**src/rtl/dmem_arbiter.sv**
```systemverilog
// Data-memory arbiter: round-robin between core and debug ports, one access in flight.
module dmem_arbiter #(
  parameter int unsigned DATA_W = 32,
  parameter int unsigned ADDR_W = 9
) (
  input  logic              clk,
  input  logic              reset,
  input  logic              c_req,
  input  logic              c_we,
  input  logic [ADDR_W-1:0] c_addr,
  input  logic [DATA_W-1:0] c_wdata,
  output logic              c_gnt,
  output logic              c_rvalid,
  output logic [DATA_W-1:0] c_rdata,
  input  logic              d_req,
  input  logic              d_we,
  input  logic [ADDR_W-1:0] d_addr,
  input  logic [DATA_W-1:0] d_wdata,
  output logic              d_gnt,
  output logic              d_rvalid,
  output logic [DATA_W-1:0] d_rdata,
  output logic              core_stall,
  output logic              wr,
  output logic              rd,
  output logic [ADDR_W-1:0] addr,
  output logic [DATA_W-1:0] wr_data,
  input  logic [DATA_W-1:0] rd_data,
  output logic [15:0]       c_cnt,
  output logic [15:0]       d_cnt
);

  localparam int unsigned CNT_W = 16;
  localparam logic [CNT_W-1:0] CNT_MAX = {CNT_W{1'b1}};

  typedef enum logic [1:0] {IDLE, ISSUE, RDWAIT} state_t;

  state_t            state;
  state_t            state_nxt;
  logic              issue;
  logic              capture;
  logic              win_d;
  logic              win_we;
  logic [ADDR_W-1:0] win_addr;
  logic [DATA_W-1:0] win_wdata;
  logic              sel_q;
  logic              we_q;
  logic              last_q;
  logic              c_inc;
  logic              d_inc;
  logic [CNT_W-1:0]  c_cnt_q;
  logic [CNT_W-1:0]  d_cnt_q;

  // Round-robin winner selection and the winner's request fields
  always_comb begin
    win_d     = 1'b0;
    win_we    = 1'b0;
    win_addr  = '0;
    win_wdata = '0;
    if (c_req && d_req) begin
      win_d = ~last_q;
    end else begin
      win_d = d_req;
    end
    if (win_d) begin
      win_we    = d_we;
      win_addr  = d_addr;
      win_wdata = d_wdata;
    end else begin
      win_we    = c_we;
      win_addr  = c_addr;
      win_wdata = c_wdata;
    end
  end

  // State register
  always_ff @(posedge clk) begin
    if (reset) begin
      state <= IDLE;
    end else begin
      state <= state_nxt;
    end
  end

  // Next-state logic; issue marks IDLE->ISSUE, capture marks the RDWAIT cycle
  always_comb begin
    state_nxt = state;
    issue     = 1'b0;
    capture   = 1'b0;
    case (state)
      IDLE: begin
        if (c_req || d_req) begin
          issue     = 1'b1;
          state_nxt = ISSUE;
        end
      end
      ISSUE:   state_nxt = we_q ? IDLE : RDWAIT;
      RDWAIT: begin
        capture   = 1'b1;
        state_nxt = IDLE;
      end
      default: state_nxt = IDLE;
    endcase
  end

  // Completion events: write completes at grant, read completes at rvalid
  always_comb begin
    c_inc = (issue && !win_d && win_we) || (capture && !sel_q);
    d_inc = (issue &&  win_d && win_we) || (capture &&  sel_q);
  end

  // Request latch, memory strobes, grant/rvalid pulses, read data and counters
  always_ff @(posedge clk) begin
    if (reset) begin
      sel_q    <= 1'b0;
      we_q     <= 1'b0;
      last_q   <= 1'b1;
      wr       <= 1'b0;
      rd       <= 1'b0;
      addr     <= '0;
      wr_data  <= '0;
      c_gnt    <= 1'b0;
      d_gnt    <= 1'b0;
      c_rvalid <= 1'b0;
      d_rvalid <= 1'b0;
      c_rdata  <= '0;
      d_rdata  <= '0;
      c_cnt_q  <= '0;
      d_cnt_q  <= '0;
    end else begin
      wr       <= 1'b0;
      rd       <= 1'b0;
      c_gnt    <= 1'b0;
      d_gnt    <= 1'b0;
      c_rvalid <= 1'b0;
      d_rvalid <= 1'b0;
      if (issue) begin
        sel_q   <= win_d;
        we_q    <= win_we;
        last_q  <= win_d;
        addr    <= win_addr;
        wr_data <= win_wdata;
        wr      <= win_we;
        rd      <= ~win_we;
        c_gnt   <= ~win_d;
        d_gnt   <= win_d;
      end
      if (capture) begin
        if (sel_q) begin
          d_rdata  <= rd_data;
          d_rvalid <= 1'b1;
        end else begin
          c_rdata  <= rd_data;
          c_rvalid <= 1'b1;
        end
      end
      if (c_inc && (c_cnt_q != CNT_MAX)) begin
        c_cnt_q <= c_cnt_q + CNT_W'(1);
      end
      if (d_inc && (d_cnt_q != CNT_MAX)) begin
        d_cnt_q <= d_cnt_q + CNT_W'(1);
      end
    end
  end

  assign c_cnt      = c_cnt_q;
  assign d_cnt      = d_cnt_q;
  assign core_stall = c_req && !(c_gnt && c_we) && !c_rvalid;

endmodule

```
**config.mk**
```make
export PLATFORM = sky130hd
export DESIGN_NAME = dmem_arbiter
export DESIGN_NICKNAME = d
export VERILOG_FILES = /design/src/rtl/dmem_arbiter.sv
export SDC_FILE = /design/constraint.sdc
export NUM_CORES = 1
export LEC_CHECK = 0
export BUFFER_PORTS_ARGS = -buffer_cell sky130_fd_sc_hd__buf_4
export CAP_MARGIN = 20
export CORE_ASPECT_RATIO = 1.5
export CORE_MARGIN = 2
export CORE_UTILIZATION = 42
export DETAILED_ROUTE_END_ITERATION = 8
export HOLD_SLACK_MARGIN = 0.03
export PLACE_DENSITY_LB_ADDON = 0.1
export SLEW_MARGIN = 20
export SYNTH_ARGS = -nofsm -noshare
export SYNTH_HDL_FRONTEND = slang
export SYNTH_SLANG_ARGS = --single-unit
export TNS_END_PERCENT = 10
```
**constraint.sdc**
```tcl
create_clock -name clk -period 2.24 [get_ports clk]
set_clock_uncertainty 0.15 [all_clocks]
set_input_delay 0.224 -clock clk [delete_from_list [all_inputs] [get_ports clk]]
set_output_delay 0.224 -clock clk [all_outputs]
set_load 0.005 [all_outputs]
```
==> reports/qor.yml <==
cts:
  clockBufferDepth: 2
  clock_latency_ns: 0.41
  htreeDepth: 4
  numCtsBuffers: 17
  ctsRootBufferMaster: "clkbuf_16"
  cts_setup_buffers: 0
  clk_pin_slew_ns: 0.06
  cts_tree: "yes"
  cts.sinks: 148
sta:
  period_share_pct: 95.9
  fin_crit_ns: 2.15
  rsz0062_at_grt: "false"
  finalSetupViolCount: 0
  fmax_mhz: 466
  maxSlewHeadroom_pct: 50.1
  worstMarginPinSlew_ns: 0.748
  timing.final.hold_violations: 0
  slew_viol_final: 0
flow_run:
  drv_cap: 0
placement:
  hpwlAfterDp_um: 12300
  gp_congestion: 0.880
  place_inst: 1035
  io_buffers: 263
  place_area_um2: 7790
critical_path:
  required_ns: 2.37
  crit_start: "c_cnt[0]"
  setup.worst_path.class: "reg2reg"
  r2r-end: "c_cnt[11]"
  r2r_slack_ns: 0.09
  cp-endpoint: "c_cnt[11]"
  end_kind: "register"
  start_kind: "register"
  rr_startpoint: "c_cnt[0]"
  arrival_ns: 2.28
  critPathMaxFanout: 4
  ff2ff_path_depth: 6
synth:
  async_flop_share_pct: 0
  ys.flop_type: "dfxtp_1"
  synthAdderAreaFrac_pct: 0.443
  netlist.area_leader.share_pct: 52.4
  syn_area_um2: 5650
  synth.yosys.warnings: 0
  synth_edf_count: 0
  syn_avg_cell_area_um2: 8.73
  netlist_instances: 647
  ys_types: 46
  synth-simple-area-share_pct: 23.7
  synth_area_leader_cell: "dfxtp_1"
  yosysMostFrequentCell: "dfxtp_1"
  syn_nets: 769
  synth_compound_area_share_pct: 15.3
  synth_seq_area_share_pct: 52.4
  synth-xor-area-share_pct: 3.41
  ys_seq_elements: 148
  ys_top_cells_by_count: "148 x dfxtp_1, 140 x nand2_1, 79 x nor2_1"
  synth_area_leaders: "dfxtp_1 52%, nand2_1 9.3%, a222oi_1 7.3%"
  synth_mux_area_share_pct: 0.952
  synth_top_family_by_area: "simple AND/OR/NAND/NOR gates"
cells_and_area:
  drive_gt1_share_pct: 31.3
  fin_util_pct: 72.9
  design_area_um2: 9530
  fillers: 898
  final_nets: 1132
  area_delta_synth_final_pct: 68.8
  final_cells: 1181
  n_antenna_cell: 0
power:
  ir_drop_mv: 0.549
  p_leak_nw: 4.03
  power_w: 0.00657
  power.density_nw_per_um2: 689
die:
  core_um2: 13100
  fp.dieW_um: 98.7
  die_h_um: 146
  io_pins: 264
  initial_core_util_pct: 43.2
  die_area_um2: 14400
  num_rows: 51
status:
  outcome: "finished clean"
route:
  drc: 0
  wl_per_cell_um: 17.1
  viasPerCell: 5.36
  routed_wl_um: 20200
  drtIter0Drc: 465
  firstDrtPassIters: 8
  num_vias: 6329
  postRouteAntennaNets: 0
global_routing:
  grt_pass1_wl_um: 31700
  grt_overflow: 0
  grt_antenna_before_repair: 0
  grt_usage_pct: 27.1
  grt_max_degree: 63
  grt_pass1_vias: 6210
worst_hold_path:
  hp-class: "in2reg"
  whs_path_depth: 3
==> state kept, by name, indices dropped and copies added (netlist names) <==
| signal | cells |
|---|---|
| c_rdata | 32 |
| d_rvalid | 1 |
| d_cnt | 16 |
| state | 2 |
| rd | 1 |
| last_q | 1 |
| sel_q | 1 |
| wr_data | 32 |
| we_q | 1 |
| c_gnt | 1 |
| d_rdata | 32 |
| c_cnt | 16 |
| addr | 9 |
| c_rvalid | 1 |
| wr | 1 |
| d_gnt | 1 |
==> routing by layer <==
metal  routed length [um]  track usage, %  part of all wire [%]  vias up
met1                 7680            30.8                    38     2922
met3                 1600            7.08                   7.9       58
met5                    0               0                     0        -
li1                     -               -                     -     2996
met4                  773            11.7                   3.8        0
met2                10100            47.4                    50      353
==> area by class of cell <==
type | instances | area (um^2) | share of cell area, %
clock buffers | 18 | 429 | 4.50
well taps | 159 | 199 | 2.09
multi-input cells | 448 | 2510 | 26.3
repair buffers | 393 | 3290 | 34.5
clock inverters | 13 | 136 | 1.43
inverters | 2 | 7.51 | 0.0787
flip-flops and latches | 148 | 2960 | 31.1
==> per-stage QoR <==
stage          TNS, ns  worst slack [ns]  hold WS (ns)
6_report             0            0.0921        0.0414
3_5_place_dp    -0.679           -0.0823         0.269
2_1_floorplan        0            0.0608         0.210
3_3_place_gp         0            0.0167         0.260
5_1_grt              0           0.00478        0.0675
4_1_cts              0            0.0108        0.0357
==> cells in the final DEF, fill, tap and decap left out, drive strengths merged, types with 11 or more instances in the layout <==
| master | n |
|---|---|
| a21oi | 72 |
| a222oi | 41 |
| buf | 279 |
| clkbuf | 18 |
| dfxtp | 148 |
| dlygate4sd3 | 114 |
| nand2 | 140 |
| nand3 | 15 |
| nor2 | 79 |
| nor3 | 11 |
| xnor2 | 20 |
==> repair_timing <==
| action | CTS | global route |
|---|---|---|
| gates resized for setup | 0 | 2 |
| hold endpoints to repair | 105 | 0 |
| endpoints found under the setup margin | 0 | 4 |
| hold buffers | 114 | 0 |
==> power breakdown <==
group          total (W)  switching, W  internal (W)
registers        0.00283     0.0000809       0.00275
clock network    0.00272       0.00109       0.00163
logic            0.00102      0.000454      0.000565
total            0.00657       0.00162       0.00495
==> how the worst min path moves through the flow <==
stage	from	to
finish	d_we	wr
CTS	d_we	rd
global route	d_we	wr
floorplan	rd_data[0]	c_rdata[0]
global placement	we_q	state[1]
detailed placement	we_q	state[1]
==> cells by family after synthesis <==
group                    Yosys count
AND/OR/NAND/NOR                  295
adder cells (fa/ha/maj)            2
buffers and inverters             51
flip-flops                       148
multiplexers                       5
AO/OA/AOI/OAI                    124
XOR/XNOR                          22
==> critical path, stage by stage (launching register included) <==
cell and delay [ns]:
dfxtp_1 0.32, ha_1 0.24, and3_1 0.22, and4bb_1 0.23
or2_4 0.26, nor4_4 0.26, mux2_1 0.35
No activity file was read; power rests on OpenSTA's default activity.
